## src/rtl/cmd_sequencer.sv

```systemverilog
// rtl/cmd_sequencer.sv - command-frame to peripheral-bus sequencer (option macro: CMDSEQ_WRITE_ACK_EN)
module cmd_sequencer #(
  parameter int SELECT_CYCLES = 2,
  parameter int MAX_FRAME     = 6
) (
  input  logic         clk_12MHz,
  input  logic         reset_n,
  input  logic [7:0]   rx_byte,
  input  logic         rx_valid,
  input  logic         frame_start,
  input  logic         frame_end,
  output logic         busy,
  output logic         frame_err,
  output logic [7:0]   register_addr,
  output logic         rw,
  output logic [127:0] select,
  output logic [31:0]  bus_wdata,
  output logic         bus_oe,
  input  logic [31:0]  bus_rdata,
  input  logic [2:0]   reg_size,
  output logic [7:0]   tx_byte,
  output logic         tx_valid,
  input  logic         tx_ready
);

  localparam int CW = $clog2(MAX_FRAME + 1);

  typedef enum logic [2:0] {
    S_IDLE,
    S_COLLECT,
    S_SETUP,
    S_STROBE,
    S_HOLD,
    S_REPLY
  } state_t;

  state_t        state_q, state_d;
  logic [CW-1:0] count_q, count_d;
  logic          overflow_q, overflow_d;
  logic [7:0]    hdr0_q, hdr0_d;
  logic [7:0]    hdr1_q, hdr1_d;
  logic [31:0]   wdata_q, wdata_d;
  logic [31:0]   rdata_q, rdata_d;
  logic [2:0]    size_q, size_d;
  logic [3:0]    sel_cnt_q, sel_cnt_d;
  logic [2:0]    reply_len_q, reply_len_d;
  logic [2:0]    reply_idx_q, reply_idx_d;
  logic          frame_err_q, frame_err_d;
  logic          bus_active;

  // State and datapath registers; reset drops any partial frame or reply
  always_ff @(posedge clk_12MHz or negedge reset_n) begin
    if (!reset_n) begin
      state_q     <= S_IDLE;
      count_q     <= '0;
      overflow_q  <= 1'b0;
      hdr0_q      <= 8'h00;
      hdr1_q      <= 8'h00;
      wdata_q     <= 32'h0;
      rdata_q     <= 32'h0;
      size_q      <= 3'd0;
      sel_cnt_q   <= 4'd0;
      reply_len_q <= 3'd0;
      reply_idx_q <= 3'd0;
      frame_err_q <= 1'b0;
    end else begin
      state_q     <= state_d;
      count_q     <= count_d;
      overflow_q  <= overflow_d;
      hdr0_q      <= hdr0_d;
      hdr1_q      <= hdr1_d;
      wdata_q     <= wdata_d;
      rdata_q     <= rdata_d;
      size_q      <= size_d;
      sel_cnt_q   <= sel_cnt_d;
      reply_len_q <= reply_len_d;
      reply_idx_q <= reply_idx_d;
      frame_err_q <= frame_err_d;
    end
  end

  // Next-state logic: frame collection, bus phase sequencing and reply pacing
  always_comb begin
    state_d     = state_q;
    count_d     = count_q;
    overflow_d  = overflow_q;
    hdr0_d      = hdr0_q;
    hdr1_d      = hdr1_q;
    wdata_d     = wdata_q;
    rdata_d     = rdata_q;
    size_d      = size_q;
    sel_cnt_d   = sel_cnt_q;
    reply_len_d = reply_len_q;
    reply_idx_d = reply_idx_q;
    frame_err_d = 1'b0;
    case (state_q)
      S_IDLE: begin
        if (frame_start) begin
          state_d    = S_COLLECT;
          count_d    = '0;
          overflow_d = 1'b0;
          wdata_d    = 32'h0;
        end
      end
      S_COLLECT: begin
        if (frame_start) begin
          count_d    = '0;
          overflow_d = 1'b0;
          wdata_d    = 32'h0;
        end else begin
          // A byte in the same cycle as frame_end is stored before the close check
          if (rx_valid) begin
            if (count_q == CW'(MAX_FRAME)) begin
              overflow_d = 1'b1;
            end else begin
              count_d = count_q + 1'b1;
              if (count_q == CW'(0)) hdr0_d = rx_byte;
              if (count_q == CW'(1)) hdr1_d = rx_byte;
              for (int i = 0; i < 4; i++) begin
                if (count_q == CW'(i + 2)) wdata_d[i*8 +: 8] = rx_byte;
              end
            end
          end
          if (frame_end) begin
            if (count_d < CW'(2) || overflow_d) begin
              frame_err_d = 1'b1;
              state_d     = S_IDLE;
            end else begin
              state_d = S_SETUP;
            end
          end
        end
      end
      S_SETUP: begin
        sel_cnt_d = 4'd0;
        state_d   = S_STROBE;
      end
      S_STROBE: begin
        if (sel_cnt_q == 4'(SELECT_CYCLES - 1)) begin
          state_d = S_HOLD;
          if (hdr0_q[7]) begin
            rdata_d = bus_rdata;
            size_d  = (reg_size > 3'd4) ? 3'd4 : reg_size;
          end
        end else begin
          sel_cnt_d = sel_cnt_q + 4'd1;
        end
      end
      S_HOLD: begin
        reply_idx_d = 3'd0;
        if (hdr0_q[7]) begin
          reply_len_d = 3'd2 + size_q;
          state_d     = S_REPLY;
        end else begin
`ifdef CMDSEQ_WRITE_ACK_EN
          reply_len_d = 3'd2;
          state_d     = S_REPLY;
`else
          state_d     = S_IDLE;
`endif
        end
      end
      S_REPLY: begin
        if (tx_ready) begin
          if (reply_idx_q == reply_len_q - 3'd1) begin
            state_d = S_IDLE;
          end else begin
            reply_idx_d = reply_idx_q + 3'd1;
          end
        end
      end
      default: state_d = S_IDLE;
    endcase
  end

  // Bus and status outputs decoded from state so reset clears them immediately
  always_comb begin
    bus_active    = (state_q == S_SETUP) || (state_q == S_STROBE) || (state_q == S_HOLD);
    busy          = bus_active || (state_q == S_REPLY);
    frame_err     = frame_err_q;
    register_addr = bus_active ? hdr1_q : 8'h00;
    rw            = bus_active & hdr0_q[7];
    bus_oe        = bus_active & ~hdr0_q[7];
    bus_wdata     = bus_oe ? wdata_q : 32'h0;
    select        = (state_q == S_STROBE) ? (128'd1 << hdr0_q[6:0]) : 128'd0;
  end

  // Reply byte mux: header bytes first, then read data LSB first
  always_comb begin
    tx_valid = (state_q == S_REPLY);
    tx_byte  = 8'h00;
    if (tx_valid) begin
      case (reply_idx_q)
        3'd0:    tx_byte = hdr0_q;
        3'd1:    tx_byte = hdr1_q;
        3'd2:    tx_byte = rdata_q[7:0];
        3'd3:    tx_byte = rdata_q[15:8];
        3'd4:    tx_byte = rdata_q[23:16];
        3'd5:    tx_byte = rdata_q[31:24];
        default: tx_byte = 8'h00;
      endcase
    end
  end

endmodule

```

## config.mk

```make
export PLATFORM = sky130hd
export DESIGN_NAME = cmd_sequencer
export DESIGN_NICKNAME = d
export VERILOG_FILES = /design/src/rtl/cmd_sequencer.sv
export SDC_FILE = /design/constraint.sdc
export NUM_CORES = 1
export LEC_CHECK = 0
export ABC_AREA = 1
export CAP_MARGIN = 20
export CORE_ASPECT_RATIO = 1.1
export CORE_UTILIZATION = 49
export DETAILED_ROUTE_END_ITERATION = 8
export PLACE_DENSITY = 0.95
export SYNTH_ARGS = -nofsm -noshare
export SYNTH_HDL_FRONTEND = slang
export SYNTH_SLANG_ARGS = --single-unit
```

## constraint.sdc

```tcl
create_clock -name clk_12MHz -period 5 [get_ports clk_12MHz]
set_clock_uncertainty 0.2 [all_clocks]
set_input_delay 1 -clock clk_12MHz [delete_from_list [all_inputs] [get_ports clk_12MHz]]
set_output_delay 1 -clock clk_12MHz [all_outputs]
set_load 0.01 [all_outputs]
```

Word level (Yosys, flattened, before mapping) --
Index checks and enable logic that the tools add are counted.
Storage, ports and cells: bits in latches 0, logic and storage cells 129, memories kept 0, bits in writable memories 0, input bits 49, register bits after elaboration 101, ROM bits 0
Operators by class: div/mod/pow operators 0, add/sub/neg operators 5, magnitude comparators 2, muxes and demuxes 47, reductions and logical operators 22, eq/ne operators 32, multipliers 0, bitwise operators 5, shift-type cells 1
Operators by type and width (count):
- 32-bit two-way mux | 5
- 128-bit two-way mux | 1
- 1-bit by 7-bit << shifter with 128-bit output (first input constant) | 1
- 32-bit case mux with 2 select lines | 1
- 3-bit two-way mux | 16
- 8-bit two-way mux | 6
- 8-bit case mux with 6 select lines | 1
- 5-bit AND reduction | 6
- 3-bit equality test (second input constant) | 7
- 3-bit by 2-bit equality test with 1-bit output (second input constant) | 6
- 3-bit inequality test (second input constant) | 6
- 3-bit case mux with 6 select lines | 1
- 2-bit inequality test (second input constant) | 6
- 3-bit case mux with 2 select lines | 2
- 1-bit two-way mux | 10
- 3-bit by 1-bit equality test with 1-bit output (second input constant) | 3
- 3-bit logical NOT | 3
- 4-bit case mux with 2 select lines | 1
- 3-bit by 1-bit adder with 3-bit output (second input constant) | 2
- 2-bit AND reduction | 3
- 3-bit AND reduction | 2
- 6-bit AND reduction | 1
- 2-bit nonzero test | 3
- 4-bit by 1-bit adder with 4-bit output (second input constant) | 1
- other kinds (13) | 20

Longest topological paths before layout --
Gate-level depths: netlist of run 1.
depth in word-level cells 11, mapped depth 11, depth with buffers taken out 11

Worst setup path after synthesis of run 1 --
Ideal clock, no wire load.
path kind register -> output, start reg state_q[2], end out select[27], stages on the path, launching flop included 9, data required time 3.800 ns, data arrival time 1.460 ns, setup slack 2.340 ns, cells stage by stage dfrtp_1 inv_2 nand2_1 nor2_4 inv_2 or2_1 buf_6 buf_4 nor2_1
Between the ends: word-level cells in the longest chain between the ends 2
Ends and longest elaborated chain:
- from (decl) | RTL line 37 | state_t state_q, state_d;
- from (signal assigned) | RTL line 67 | state_q <= state_d;
- 3-bit by 2-bit equality test with 1-bit output | RTL line 185 | select = (state_q == S_STROBE) ? (128'd1 << hdr0_q[6:0]) : 128'd0;
- 128-bit two-way mux | RTL line 185
- to (decl) | RTL line 16 | output logic [127:0] select,
No other way between the ends.

Worst setup path in the final report of run 1 --
start reg hdr0_q[2], end out select[31]
Between the ends: word-level cells in the longest chain between the ends 2
Ends and longest elaborated chain:
- from (decl) | RTL line 40 | logic [7:0] hdr0_q, hdr0_d;
- from (signal assigned) | RTL line 70 | hdr0_q <= hdr0_d;
- 1-bit by 7-bit << shifter with 128-bit output | RTL line 185
- 128-bit two-way mux | RTL line 185
No other way between the ends.

==> metrics, run 1 <==
status=finished clean; fraction of registers with async set/reset=100%; Worst Path Required=3.80 ns; Initial Utilization=50.3%; Post-DP HPWL=14800 um; CP max-delay cell=nor3_1; Vias/cell=~5.5; RSZ-0062 raised after global routing=false; HP Class=flop to flop; Leak=0.00364 uW; max_cap viols=0; top_reg_cell synth=dfrtp_1; main combinational cell family by area after synthesis=simple AND/OR/NAND/NOR gates; start of the worst register-to-register path=sel_cnt_q[1]; endpoints failing setup=0; Crit Path Category=flop to primary output; Die ar.=0.0134 sq mm; Synth Area in Adders=2.57%; Synthesized Nets=between 900 and 1000; antenna-violating nets left=0; DRT iter0 DRCs=752; CORE AREA=0.0126 sq mm; Syn Inst Count=924; path depth of the worst reg2reg path=6; CP endpoint kind=primary output; post-layout util=70.9%; Congestion Overflow GR=0; mux cell area share after synthesis=0%; Seq/Total Area, Yosys=39.9%; drt wl/cell=15.7 um; Worst R2R End=rdata_q[18]; Resize count post-CTS=0; setup bufs post-CTS=0; number of flops mapped to enable cells by yosys=0; clk_lat worst skew=about 0.34 ns; area delta synth->final=41.1%; mapped cell area=about 0.0063 sq mm; chip width=110 um; final worst path period share=81.9%; die height=approximately 120 um; ranking of synthesized cells by area=dfrtp_1 (40%), nand2_1 (12%), nor2_1 (12%); Area after DPL=between 0.008 and 0.009 sq mm; initial antenna violation count=0; register bit count reported by yosys=roughly 100; clock slew at reported path FFs=around 0.070 ns; post-synthesis compound-gate area fraction=9.11%; TritonCTS clock tree=done; synth unique cells=33; gr usage total=a little under a third; CP Cell Sequence=inv_1, nor3_1, nand4_1, nor2_1, clkdlybuf4s50_1; Slew HR=slightly below 30%; Hold Path Depth=2; routability cong.=0.949; Crit path arrival time=2.90 ns; Crit path largest cell delay=0.82 ns; wirelength, routed=20200 um; 1st-pass router iterations=6; hold_buf cts=0; DRC Markers=0; crit path max fanout=11; Fin. Hold Viols=0; I/O pin count=230; largest net degree at the start of global routing=76; fin cells=1282; CTS sink cnt=101; XOR/XNOR Fraction of Synth Area=0.277%; Critical Path Source Type=flop; via count=7043; Synth Warn #=0; min-delay src=wdata_q[31]; Tmin final=~4 ns; nets@finish=1183; Clock Tree Buf Depth=2; reg2reg setup slack=2.35 ns; ANT cells=0; top post-synthesis cells by count=nand2_1 (207), nor2_1 (195), inv_1 (108); synthesized area per cell=6.85 sq um; row count=43; # placed instances=1265; CTS Root Cell=clkbuf_16; fraction of layout cells with a size suffix above 1=4.62%; H-tree depth=3; Hold Path End=wdata_q[31]; cell with the most instances after synthesis=nand2_1; count of pins over their slew limit=0; power per cell area=434 mW/mm^2; Port Buffer Count=229; Peak VDD IR=about 0.00026 V; Setup TNS Final=0 ns; fmax=244 MHz; Synth top area share=between 30% and 40%; vias in the first global route=6275; first-pass GRT wire length=between 30000 and 40000 um; simple-gate share of the synthesized area=between 30% and 40%; Finished Cell Area=0.00893 sq mm; dominant cell type by area after synthesis=dfrtp_1; clock buffer count from CTS=9; Worst Tran Pin Value=about 1.1 ns; hold_ws=0.275 ns
## report_power, final
part	leakage, uW	switching, uW	internal [uW]
Clock	0.000152	297	449
Combinational	0.00224	1220	524
Sequential	0.00125	232	1160
## layout make-up
class | count | area [sq um]
Clock buffer | 11 | 243
Clock inverter | 4 | 72.6
Fill cell | 978 | 3660
Inverter | 116 | 438
Multi-Input combinational cell | 658 | 3090
Sequential cell | 101 | 2530
Tap cell | 157 | 196
Timing Repair Buffer | 235 | 2360
## critical path: cells and delay by family, from the launching register on
kind / cells / cell delay (ns)
buffers and inverters: 2 / 0.70
flip-flops: 1 / 0.54
AND/OR/NAND/NOR: 3 / 1.31
## layout by cell type, fill, tap and decap left out, types with 2 or more instances in the layout
cell type and instances:
nor2_4 5, a21oi_1 4, clkbuf_16 9, a31oi_1 8, o22ai_1 13, clkdlybuf4s50_1 228, o21ai_0 71, inv_2 7
buf_12 2, dfrtp_1 101, nand2_2 4, nand4_1 40, a21oi_4 2, nor3_1 17, o21ai_2 2, ha_1 13
nand2_4 3, buf_4 5, nand3_1 62, nor3_2 4, bufinv_16 2, nand2_1 206, inv_1 108, nor2_1 195
## metal layers
layer,track usage [%],vias to the layer above,part of all wire (%)
li1,-,3330,-
met1,35.4,3279,38
met2,51.4,373,49
met3,7.14,61,7.8
met4,13.5,0,4.3
met5,0,-,0
## stage by stage
stage	worst slack, ns	power (uW)
after floorplan	2.34	2600
after global placement	1.34	3000
after detailed placement	1.31	3080
after CTS	0.926	3840
after global routing	0.706	4150
final	0.903	3880
## logic make-up (layout without fill, tap and decap cells)
family / after synthesis / in the layout
compound gates: 103 / 103
buf+inv: 165 / 366
xor+xnor: 2 / 2
flops: 101 / 101
fa+ha+maj: 13 / 13
simple gates: 540 / 540
## sequential cells by signal (all words and copies together) (netlist names)
signal	cells
count_q	3
frame_err	1
hdr0_q	8
hdr1_q	8
overflow_q	1
rdata_q	32
reply_idx_q	3
reply_len_q	3
sel_cnt_q	4
size_q	3
state_q	3
wdata_q	32
## how the worst max path moves through the flow
stage / slack, ns / end / cells after the start / from
2_1_floorplan: 2.34 / select[27] / 8 / state_q[2]
3_3_place_gp: 1.34 / select[31] / 7 / state_q[2]
3_5_place_dp: 1.31 / select[31] / 7 / state_q[2]
4_1_cts: 0.93 / select[31] / 7 / state_q[2]
5_1_grt: 0.71 / bus_wdata[3] / 8 / state_q[0]
6_report: 0.90 / select[31] / 5 / hdr0_q[2]
Power figures use the tool's default switching activity.
==> inputs of run 2 (changes only) <==
CORE_UTILIZATION = 46   (was 49)
PLACE_DENSITY = 0.9   (was 0.95)
clock period = 3.8 ns   (was 5 ns; I/O delays follow)
==> metrics, run 2 (synthesis results as in run 1) <==
Leak=0.00371 uW (was 0.00364 uW); Post-DP HPWL=15100 um (was 14800 um); CTS Root Cell=clkbuf_16 (unchanged); Clock Tree Buf Depth=2 (unchanged); HP Class=flop to flop (unchanged); crit-path most repeated cell=inv_2; via count=6982 (was 7043); Place WS=0.367 ns (was 1.31 ns); routability cong.=0.940 (was 0.949); multi-input logic area=0.00310 sq mm (was 0.00309 sq mm); endpoints failing setup=0 (unchanged); clk_lat worst skew=0.35 ns (was 0.34 ns); CP max-delay cell=clkdlybuf4s50_1 (was nor3_1); area delta synth->final=43.3% (was 41.1%); nets@finish=1192 (was 1183); min-delay src=wdata_q[20] (was wdata_q[31]); CP Cell Sequence=inv_2, nand2_1, nor2_4, inv_2, or2_4, buf_4, nor2_1, clkdlybuf4s50_1 (was inv_1, nor3_1, nand4_1, nor2_1, clkdlybuf4s50_1); Resize count post-CTS=1 (was 0); Crit path largest cell delay=0.54 ns (was 0.82 ns); start of the worst register-to-register path=state_q[2] (was sel_cnt_q[1]); Peak VDD IR=0.000367 V (was 0.000264 V); final setup margin=0.200 ns (was 0.903 ns); FF+latch area=0.00253 sq mm (unchanged); status=finished clean (unchanged); # placed instances=1303 (was 1265); Port Buffer Count=229 (unchanged); CTS sink cnt=101 (unchanged); Worst Path Required=2.84 ns (was 3.80 ns); CORE AREA=0.0133 sq mm (was 0.0126 sq mm); biggest regs=rdata_q: 32 flops, wdata_q: 32 flops (unchanged); count of pins over their slew limit=0 (unchanged); Crit path arrival time=2.64 ns (was 2.90 ns); H-tree depth=3 (unchanged); Congestion Overflow GR=0 (unchanged); Setup TNS Final=0 ns (unchanged); TritonCTS clock tree=done (unchanged); ANT cells=0 (unchanged); fraction of layout cells with a size suffix above 1=5.38% (was 4.62%); clock buffer count from CTS=9 (unchanged); I/O pin count=230 (unchanged); gr usage total=28.6% (was 30.1%); Critical Path Source Type=flop (unchanged); antenna-violating nets left=0 (unchanged); max_cap viols=0 (unchanged); Fillers=1109 (was 978); drt wl/cell=15.5 um (was 15.7 um); final worst path period share=around 95%; 1st-pass router iterations=7 (was 6); fmax=approximately 280 MHz; largest net degree at the start of global routing=62 (was 76); clock slew at reported path FFs=0.06 ns (was 0.07 ns); Initial Utilization=47.5% (was 50.3%); Vias/cell=5.30 (was 5.49); initial antenna violation count=0 (unchanged); vias in the first global route=6456 (was 6275); crit path max fanout=55 (was 11); first-pass GRT wire length=32300 um (was 30600 um); DRC Markers=0 (unchanged); setup bufs post-CTS=0 (unchanged); total power=5270 uW (was 3880 uW); Fin. Hold Viols=0 (unchanged); hold_buf cts=0 (unchanged); most common cell after layout, fill and taps aside=clkdlybuf4s50_1 (unchanged); RSZ-0062 raised after global routing=false (unchanged); die height=125 um (was 121 um); Slew HR=47.9% (was 29.6%); wirelength, routed=20500 um (was 20200 um); Worst Tran Pin Value=0.782 ns (was 1.05 ns); DRT iter0 DRCs=832 (was 752); Tmin final=roughly 3.6 ns; Crit Path Category=flop to primary output (unchanged); chip width=114 um (was 110 um); commonest non-fill, non-tap cells in the layout=clkdlybuf4s50_1 (228), nand2_1 (206), nor2_1 (195) (unchanged); power per cell area=581 mW/mm^2 (was 434 mW/mm^2); Die ar.=0.0142 sq mm (was 0.0134 sq mm); fin cells=1318 (was 1282); worst setup path startpoint=state_q[2] (was hdr0_q[2]); CP endpoint kind=primary output (unchanged); row count=44 (was 43)
==> run 2: cell count changes in the layout (fill, tap and decap cells not counted) <==
cell / before / now
buf_12: 2 / 1
buf_4: 5 / 15
or2_2: 1 / 0
or2_4: 0 / 1
clkinvlp_4: 1 / 0
clkinv_2: 1 / 0
nand2_4: 3 / 4
nand2_2: 4 / 3
bufinv_16: 2 / 4
==> run 2: final timing paths <==
path / endpoint / slack [ns] / depth (start not counted)
worst max register to register: rdata_q[13] / 1.35 / 8
max in group asynchronous: wdata_q[21] / 2.40 / 2
min in group asynchronous: rdata_q[19] / 0.30 / 1
worst min-delay path: wdata_q[20] / 0.27 / 2
worst min register to register: wdata_q[20] / 0.27 / 2
worst max-delay path: select[43] / 0.20 / 8
==> run 2: critical path, delay by kind of cell (launching register included) <==
kind	cells	cell delay [ns]
and+or+nand+nor	4	0.85
DFF	1	0.43
buffers and inverters	4	0.98
==> run 2: final cells by class <==
cell class | count | area share (%)
clock buffer | 11 | 2.68
clock inverter | 4 | 1.32
sequential | 101 | 27.9
multi-input combinational | 658 | 34.2
timing repair buffer | 244 | 26.6
tap | 184 | 2.54
inverter | 116 | 4.83
==> run 2: per-stage QoR <==
step	utilization (%)	hold slack (ns)	instance area, sq um
6_report	68.1	0.271	9070
5_1_grt	68.1	0.294	9070
4_1_cts	68.1	0.276	9070
3_5_place_dp	65.3	0.260	8700
3_3_place_gp	65.3	0.255	8700
2_1_floorplan	-	0.242	6330
==> run 2: metal layers <==
| layer | vias to the layer above | global-route usage, % | share of wire (%) |
|---|---|---|---|
| li1 | 3344 | - | - |
| met1 | 3249 | 35.2 | 39 |
| met2 | 337 | 49.5 | 50 |
| met3 | 52 | 4.17 | 7.1 |
| met4 | 0 | 13.1 | 3.5 |
| met5 | - | 0 | 0 |
==> run 2: power breakdown <==
| part | internal, uW | total (uW) | switching (uW) |
|---|---|---|---|
| clock | 725 | 1120 | 391 |
| combinational | 721 | 2300 | 1580 |
| sequential | 1520 | 1850 | 335 |
| total | 2970 | 5270 | 2310 |
==> inputs of run 3 (changes only) <==
CORE_ASPECT_RATIO = default   (was 1.1)
CTS_CLUSTER_DIAMETER = 60   (was default)
HOLD_SLACK_MARGIN = 0.12   (was default)
==> metrics, run 3 (synthesis results as in run 1) <==
clock slew at reported path FFs=0.07 ns (was 0.06 ns); endpoints failing setup=0 (unchanged); Top Family by Delay on Critical Path=buffers and inverters (unchanged); reg2reg setup slack=1.25 ns (was 1.35 ns); TritonCTS clock tree=done (unchanged); wirelength, routed=20800 um (was 20500 um); HP Class=input port to async pin (was flop to flop); post-layout util=67.8% (was 68.1%); hold_ws=0.264 ns (was 0.271 ns); Worst R2R End=rdata_q[17] (was rdata_q[13]); path depth of the worst reg2reg path=8 (unchanged); Seq pwr share=35.1% (was 35.2%); 1st-pass router iterations=6 (was 7); gr usage total=29.6% (was 28.6%); commonest non-fill, non-tap cells in the layout=clkdlybuf4s50_1 (228), nand2_1 (206), nor2_1 (195) (unchanged); Critical Path Source Type=flop (unchanged); power per cell area=573 mW/mm^2 (was 581 mW/mm^2); Crit Path Category=flop to primary output (unchanged); drt wl/cell=15.8 um (was 15.5 um); worst setup path startpoint=state_q[2] (unchanged); Leak=0.00370 uW (was 0.00371 uW); initial antenna violation count=0 (unchanged); fraction of layout cells with a size suffix above 1=5.80% (was 5.38%); Worst Path Required=2.84 ns (about the same); Peak VDD IR=0.000276 V (was 0.000367 V); max_cap viols=0 (unchanged); Crit path arrival time=2.67 ns (was 2.64 ns); Vias/cell=5.40 (was 5.30); Initial Utilization=47.4% (was 47.5%); switching power=2350 uW (was 2310 uW); Die ar.=0.0142 sq mm (about the same); Post-DP HPWL=15000 um (was 15100 um); Tmin final=3.63 ns (was 3.60 ns); Resize count post-CTS=0 (was 1); most common cell after layout, fill and taps aside=clkdlybuf4s50_1 (unchanged); setup bufs post-CTS=0 (unchanged); H-tree depth=3 (unchanged); Fillers=1089 (was 1109); Congestion Overflow GR=0 (unchanged); CP max-delay cell=clkdlybuf4s50_1 (unchanged); via count=7091 (was 6982); Buf+Inv Stages, Crit Path=4 (unchanged); Port Buffer Count=229 (unchanged); status=finished clean (unchanged); Crit path largest cell delay=0.55 ns (was 0.54 ns); Clock Tree Buf Depth=2 (unchanged); DRT iter0 DRCs=845 (was 832); clock buffer count from CTS=9 (unchanged); Slew HR=45.7% (was 47.9%); routability cong.=1.01 (was 0.940); area delta synth->final=42.9% (was 43.3%); chip width=119 um (was 114 um); vias in the first global route=6641 (was 6456); first-pass GRT wire length=33300 um (was 32300 um); final worst path period share=95.6% (was 94.7%); crit-path most repeated cell=inv_2 (unchanged); hold_buf cts=0 (unchanged); CORE AREA=0.0133 sq mm (about the same); clk_lat worst skew=0.35 ns (about the same); antenna-violating nets left=0 (unchanged); row count=42 (was 44); Fin. Hold Viols=0 (unchanged); largest net degree at the start of global routing=65 (was 62); I/O pin count=230 (unchanged); Worst Tran Pin Value=0.812 ns (was 0.782 ns); CTS Root Cell=clkbuf_16 (unchanged); DRC Markers=0 (unchanged); nets@finish=1195 (was 1192); start of the worst register-to-register path=state_q[2] (unchanged); CTS sink cnt=101 (unchanged); switching share of power=45.2% (was 43.8%); Combinational Power Share=45.1% (was 43.7%); fmax=275 MHz (was 278 MHz); cell internal pwr=2840 uW (was 2970 uW); die height=119 um (was 125 um); RSZ-0062 raised after global routing=false (unchanged); CP endpoint kind=primary output (unchanged); Clock power frac=19.8% (was 21.2%); CP Cell Sequence=inv_2, nand2_1, nor2_4, inv_2, or2_2, buf_12, nor2_1, clkdlybuf4s50_1 (was inv_2, nand2_1, nor2_4, inv_2, or2_4, buf_4, nor2_1, clkdlybuf4s50_1); total power=5190 uW (was 5270 uW); ANT cells=0 (unchanged); crit path max fanout=46 (was 55); Setup TNS Final=0 ns (unchanged); count of pins over their slew limit=0 (unchanged); biggest regs=rdata_q: 32 flops, wdata_q: 32 flops (unchanged)
## run 3: worst max path at each step
stage,endpoint,slack (ns),cells after the start
2_1_floorplan,select[27],1.38,8
3_3_place_gp,select[7],0.66,8
3_5_place_dp,select[19],0.58,8
4_1_cts,select[19],0.19,8
5_1_grt,select[19],0.04,8
6_report,select[35],0.17,8
## run 3: metrics by stage
step                cells  setup WS [ns]  area, sq um
finish               1314          0.168         9040
floorplan             924           1.38         6330
CTS                  1314          0.191         9040
detailed placement   1298          0.577         8710
global route         1314         0.0433         9040
global placement     1298          0.660         8710
## run 3: area by class of cell
cell class	instances	area, sq um	area share [%]
Clock buffer	9	225	2.49
Clock inverter	7	104	1.15
Inverter	116	438	4.84
Multi-Input combinational cell	658	3090	34.2
Sequential cell	101	2530	27.9
Tap cell	176	220	2.43
Timing Repair Buffer	247	2440	27.0
## run 3: power by group through the flow
| stage | combinational (uW) | sequential [uW] | clock [uW] |
|---|---|---|---|
| 2_1_floorplan | 1680 | 1740 | 0 |
| 3_3_place_gp | 2200 | 1800 | 0 |
| 3_5_place_dp | 2270 | 1830 | 0 |
| 4_1_cts | 2310 | 1820 | 1020 |
| 5_1_grt | 2620 | 1880 | 1070 |
| 6_report | 2340 | 1820 | 1030 |
## run 3: metal layers
layer  global-route usage [%]  part of all wire (%)
met5                        0                     0
met3                     3.78                   5.9
met4                     13.0                   3.5
met1                     35.4                    39
met2                     53.0                    52
